`config.mk`:
```
export PLATFORM = sky130hd
export DESIGN_NAME = prio_encoder_pipe
export DESIGN_NICKNAME = d
export VERILOG_FILES = /design/src/rtl/prio_encoder_pipe_pkg.sv /design/src/rtl/prio_encoder_pipe_find.sv /design/src/rtl/prio_encoder_pipe.sv
export SDC_FILE = /design/constraint.sdc
export NUM_CORES = 1
export LEC_CHECK = 0
export ABC_AREA = 1
export ABC_CLOCK_PERIOD_IN_PS = 3720
export CELL_PAD_IN_SITES_DETAIL_PLACEMENT = 0
export CELL_PAD_IN_SITES_GLOBAL_PLACEMENT = 1
export CORE_MARGIN = 4
export CORE_UTILIZATION = 41
export CTS_CLUSTER_DIAMETER = 200
export DETAILED_ROUTE_END_ITERATION = 12
export DONT_BUFFER_PORTS = 1
export PLACE_DENSITY_LB_ADDON = 0.1
export SYNTH_ARGS = -nofsm -noshare
export SYNTH_HDL_FRONTEND = slang
export SYNTH_SLANG_ARGS = --single-unit
```
`constraint.sdc`:
```
create_clock -name clk -period 3.72 [get_ports clk]
set_input_delay 0.744 -clock clk [delete_from_list [all_inputs] [get_ports clk]]
set_output_delay 0.744 -clock clk [all_outputs]
set_load 0.02 [all_outputs]
```
`src/rtl/prio_encoder_pipe_pkg.sv`:
```
// Shared priority-mode selectors for prio_encoder_pipe instantiators.
// No logic: constants only.
// No flow control involved.
package prio_encoder_pipe_pkg;

    localparam int MODE_LSB = 0;   // lowest set bit wins
    localparam int MODE_MSB = 1;   // highest set bit wins
    localparam int MODE_RR  = 2;   // round-robin, search starts at rotating pointer

endpackage

```
`src/rtl/prio_encoder_pipe_find.sv`:
```
// Finds the first set bit of req at or above start, wrapping N-1 -> 0.
// Latency 0: purely combinational.
// No flow control; the caller decides when the result is used.
module prio_find #(
    parameter int N = 8,
    parameter int W = $clog2(N)
) (
    input  logic [N-1:0] req,
    input  logic [W-1:0] start,
    output logic [W-1:0] idx,
    output logic         found
);

    localparam logic [W:0] LP_N = (W+1)'(N);

    logic [2*N-1:0] w_dbl;
    logic [N-1:0]   w_rot;
    logic [W-1:0]   w_off;
    logic [W:0]     w_sum;

    // Two copies side by side make the wrap a plain shift: bit k of w_rot is req[(start+k) mod N]
    assign w_dbl = {req, req};
    assign w_rot = N'(w_dbl >> start);

    // Lowest set bit of the rotated vector is the distance from start to the winner
    always_comb begin
        w_off = '0;
        found = 1'b0;
        for (int i = N-1; i >= 0; i--) begin
            if (w_rot[i]) begin
                w_off = W'(i);
                found = 1'b1;
            end
        end
    end

    // Undo the rotation with an explicit mod-N so non-power-of-2 N wraps correctly
    assign w_sum = {1'b0, start} + {1'b0, w_off};
    assign idx   = (w_sum >= LP_N) ? W'(w_sum - LP_N) : w_sum[W-1:0];

endmodule

```
`src/rtl/prio_encoder_pipe.sv`:
```
// Registered N-to-log2(N) priority encoder with zero/multi-hot flags and saturating error count.
// Latency 1: result appears the clock after accept.
// Single output register: in_ready = !out_valid || out_ready, no skid buffer.
module prio_encoder_pipe
    import prio_encoder_pipe_pkg::*;
#(
    parameter int N    = 8,
    parameter int W    = $clog2(N),
    parameter int MODE = MODE_LSB,
    parameter int ECW  = 8
) (
    input  logic           clk,
    input  logic           rst_n,
    input  logic           in_valid,
    output logic           in_ready,
    input  logic [N-1:0]   req,
    output logic           out_valid,
    input  logic           out_ready,
    output logic [W-1:0]   out_idx,
    output logic           out_none,
    output logic           out_multi,
    output logic [ECW-1:0] err_cnt
);

    logic           w_accept;
    logic [N-1:0]   w_find_req;
    logic [W-1:0]   w_start;
    logic [W-1:0]   w_find_idx;
    logic           w_found;
    logic [W-1:0]   w_idx;
    logic           w_multi;

    logic           r_out_valid;
    logic [W-1:0]   r_out_idx;
    logic           r_out_none;
    logic           r_out_multi;
    logic [W-1:0]   r_ptr;
    logic [ECW-1:0] r_err_cnt;

    assign in_ready = !r_out_valid || out_ready;
    assign w_accept = in_valid && in_ready;

    // MSB-first reuses the LSB-first search on a mirrored vector
    always_comb begin
        w_find_req = req;
        if (MODE == MODE_MSB) begin
            for (int i = 0; i < N; i++) begin
                w_find_req[i] = req[N-1-i];
            end
        end
    end

    assign w_start = (MODE == MODE_RR) ? r_ptr : '0;

    prio_find #(
        .N (N),
        .W (W)
    ) u_find (
        .req   (w_find_req),
        .start (w_start),
        .idx   (w_find_idx),
        .found (w_found)
    );

    // Map the search result back to a req bit position; all-zero input reports index 0
    always_comb begin
        w_idx = '0;
        if (w_found) begin
            if (MODE == MODE_MSB) w_idx = W'(N-1) - w_find_idx;
            else                  w_idx = w_find_idx;
        end
    end

    // Clearing the lowest set bit leaves something only if two or more bits were set
    assign w_multi = |(req & (req - N'(1)));

    // Output register: load on accept, drop valid on drain, otherwise hold
    always_ff @(posedge clk or negedge rst_n) begin
        if (!rst_n) begin
            r_out_valid <= 1'b0;
            r_out_idx   <= '0;
            r_out_none  <= 1'b0;
            r_out_multi <= 1'b0;
        end else if (w_accept) begin
            r_out_valid <= 1'b1;
            r_out_idx   <= w_idx;
            r_out_none  <= !w_found;
            r_out_multi <= w_multi;
        end else if (out_ready) begin
            r_out_valid <= 1'b0;
        end
    end

    // Round-robin pointer moves just past the winner; zero vectors leave it alone
    always_ff @(posedge clk or negedge rst_n) begin
        if (!rst_n) begin
            r_ptr <= '0;
        end else if (MODE == MODE_RR && w_accept && w_found) begin
            r_ptr <= (w_idx == W'(N-1)) ? '0 : w_idx + W'(1);
        end
    end

    // Count accepted vectors that are not one-hot, sticking at all-ones
    always_ff @(posedge clk or negedge rst_n) begin
        if (!rst_n) begin
            r_err_cnt <= '0;
        end else if (w_accept && (!w_found || w_multi) && (r_err_cnt != '1)) begin
            r_err_cnt <= r_err_cnt + ECW'(1);
        end
    end

    assign out_valid = r_out_valid;
    assign out_idx   = r_out_idx;
    assign out_none  = r_out_none;
    assign out_multi = r_out_multi;
    assign err_cnt   = r_err_cnt;

endmodule

```
==> impl_metrics.ini <==
[die]
floorplan.die.width_um = 54.7
dieHeight_um = 54.7
design.core.area_sq_um = 2020
initial_core_util = 0.443
num_io_pins = 27
floorplan.die_area_sq_um = 3000
fp-row-count = 16

[worst_setup_path]
cp-end-kind = flop
slowest_stage = dfrtp_1
timing.critical_path.mode_cell = nand2_1
worst_path_dominant_cell_family = simple AND/OR/NAND/NOR gates
timing.critical_path.buf_inv = 1
cp_max_fo = 12
timing.critical_path.required_ns = 3.88
crit_chain = nand2_1, nand2_1, inv_1, nand3_4, nand2_1, nand2_1
critPathLaunchType = flop
timing_worst_setup_path_type = reg -> reg
max_stage_delay_ns = 0.46
worst_ep_arrival_time_ns = 1.93

[clocking]
h-tree-depth = 1
numClockSinks = 14
holdBufCountCts = 0
cts_buffers = 3
clk_path_buf_depth = 2
cts.repair_timing.setup_buffer_count = 0
cts.root.buffer_cell = clkbuf_4
cts_tree = yes
cts.clk_slew.worst_paths_ns = 0.10
worst_skew_late_latency_ns = 0.28
post_cts.resized_instances = 0

[sta]
max_freq_ghz = 0.565
rsz0062_at_grt = false
setup_total_negative_slack_ns = 0
final_hold_violation_count = 0
report.final.slew_viol_count = 0
post-route-min-period_ns = 1.77
slew_headroom = 0.728
report.final.setup_viol = 0
timing.final.crit_share = 0.476
final_worst_clock_skew_ns = 0.0129
tightestPinTransition_ns = 0.408

[pwr]
vdd_ir_drop_max_v = 0.000211
static-leakage-power_nw = 0.500
power_dens_cells_nw_per_um2 = 463
tot_pwr_w = 0.000445

[routing]
drt_wl_total_um = 1870
viasPerCell = 5.09
total_via_count_after_detailed_routing = 738
ant_nets = 0
number_of_design_rule_violations_left_after_detail_routing = 0
detail_route.iter0.violations = 12
routedWlPerCell_um = 12.9
drtPass1Iterations = 4

[synth]
postSynthRegisterBits = 14
yosys_warning_count = 0
syn-cell-area_sq_um = 896
synth_cells = 115
netlist-cell-type-count = 24
synth.yosys.seq_area_share = 0.391
post_synth_net_total = 128
synthesis.area_per_instance_sq_um = 7.79

[global_route]
antenna_violations_before_repair = 0
grt_remaining_overflow = 0
grt_pass1_wl_um = 3150
first_global_vias = 653
grt_start_max_net_pins = 15
globalRouteTotalUtil = 0.154

[final_layout]
num_antenna_cells = 0
num-fill-cells = 208
post_route_cells_drive_above_1_share = 0.136
layout.nets = 132
area_overhead_vs_synth_pct = 7.26

[place]
place.detailed.hpwl_um = 1490
gp_congestion = 0.721
place.port_buffers = 0

[run]
max_cap_violations = 0

[min_path]
hold_path.class = in -> async

[outcome]
outcome = complete, no violations
==> placed cells by master, fill, tap and decap left out, types with 2 or more instances in the layout <==
master,netlist,routed
xor2_1,2,2
dfrtp_1,14,14
nand4_1,10,10
clkbuf_4,0,3
xnor2_1,3,3
o31ai_1,2,2
nor2_1,5,5
a21oi_1,2,2
nor2_4,3,3
inv_1,12,12
nand3_1,3,3
o21ai_2,2,2
nand2_1,45,45
==> worst register-to-register path: stages (launching register included) <==
cell and delay, ns:
dfrtp_1 0.46, nand2_1 0.25, nand2_1 0.24, inv_1 0.38, nand3_4 0.18, nand2_1 0.09, nand2_1 0.06
==> final cells by class <==
type	count	area (sq um)	share of cell area
multi-input combinational	87	492	0.512
sequential	14	350	0.365
inverter	13	48.8	0.0508
clock buffer	4	36.3	0.0378
tap	27	33.8	0.0352
==> cell usage after synthesis, drive strengths merged <==
| cell type | n | share of area |
|---|---|---|
| nand2 | 46 | 0.20 |
| o21ai | 3 | 0.025 |
| ha | 1 | 0.014 |
| nand4 | 12 | 0.11 |
| nand3b | 1 | 0.0084 |
| nand3 | 5 | 0.047 |
| inv | 13 | 0.054 |
| nor2 | 9 | 0.066 |
| xor2 | 2 | 0.020 |
| o211ai | 1 | 0.0084 |
| a21oi | 2 | 0.011 |
| dfrtp | 14 | 0.39 |
| xnor2 | 3 | 0.029 |
| o31ai | 2 | 0.017 |
| buf | 1 | 0.0056 |
==> stage by stage <==
stage,cell area (sq um),setup slack [ns],utilization,instances,hold slack (ns)
3_5_place_dp,925,1.66,0.457,141,0.449
4_1_cts,961,1.92,0.475,145,0.132
5_1_grt,961,1.74,0.475,145,0.110
6_report,961,1.95,0.475,145,0.142
2_1_floorplan,896,2.00,-,115,0.448
3_3_place_gp,925,1.73,0.457,141,0.449
==> sequential cells by signal, summed over array words and instances, names as in the netlist <==
| name | count |
|---|---|
| out_none | 1 |
| out_valid | 1 |
| out_idx | 3 |
| out_multi | 1 |
| err_cnt | 8 |
==> report_power, final <==
part	internal, W	switching, W
Sequential	0.000177	0.0000750
Combinational	0.0000359	0.0000461
Clock	0.0000595	0.0000508
Total	0.000273	0.000172
==> per-layer routing <==
metal | global-route usage | vias up | share of wire
met5 | 0 | - | 0
met3 | 0.0708 | 2 | 0.072
met2 | 0.213 | 21 | 0.44
met1 | 0.200 | 330 | 0.48
met4 | 0.0747 | 0 | 0.0054
li1 | - | 385 | -
==> kinds of logic after synthesis <==
family	Yosys count	synth area share
simple gates	73	0.425
xor+xnor	5	0.0489
compound gates	8	0.0614
flops	14	0.391
buf+inv	14	0.0600
fa+ha+maj	1	0.0140
==> worst paths after layout <==
path                       startpoint         end  slack [ns]  cells past startpoint
max                         out_valid  err_cnt[2]        1.95                      6
min                             rst_n  err_cnt[1]        0.14                      0
max reg2reg                 out_valid  err_cnt[2]        1.95                      6
min reg2reg                  out_none    out_none        0.63                      2
max in group asynchronous       rst_n  err_cnt[5]        3.49                      0
min in group clk             out_none    out_none        0.63                      2
Note: power is estimated with default switching activity, not from simulation.
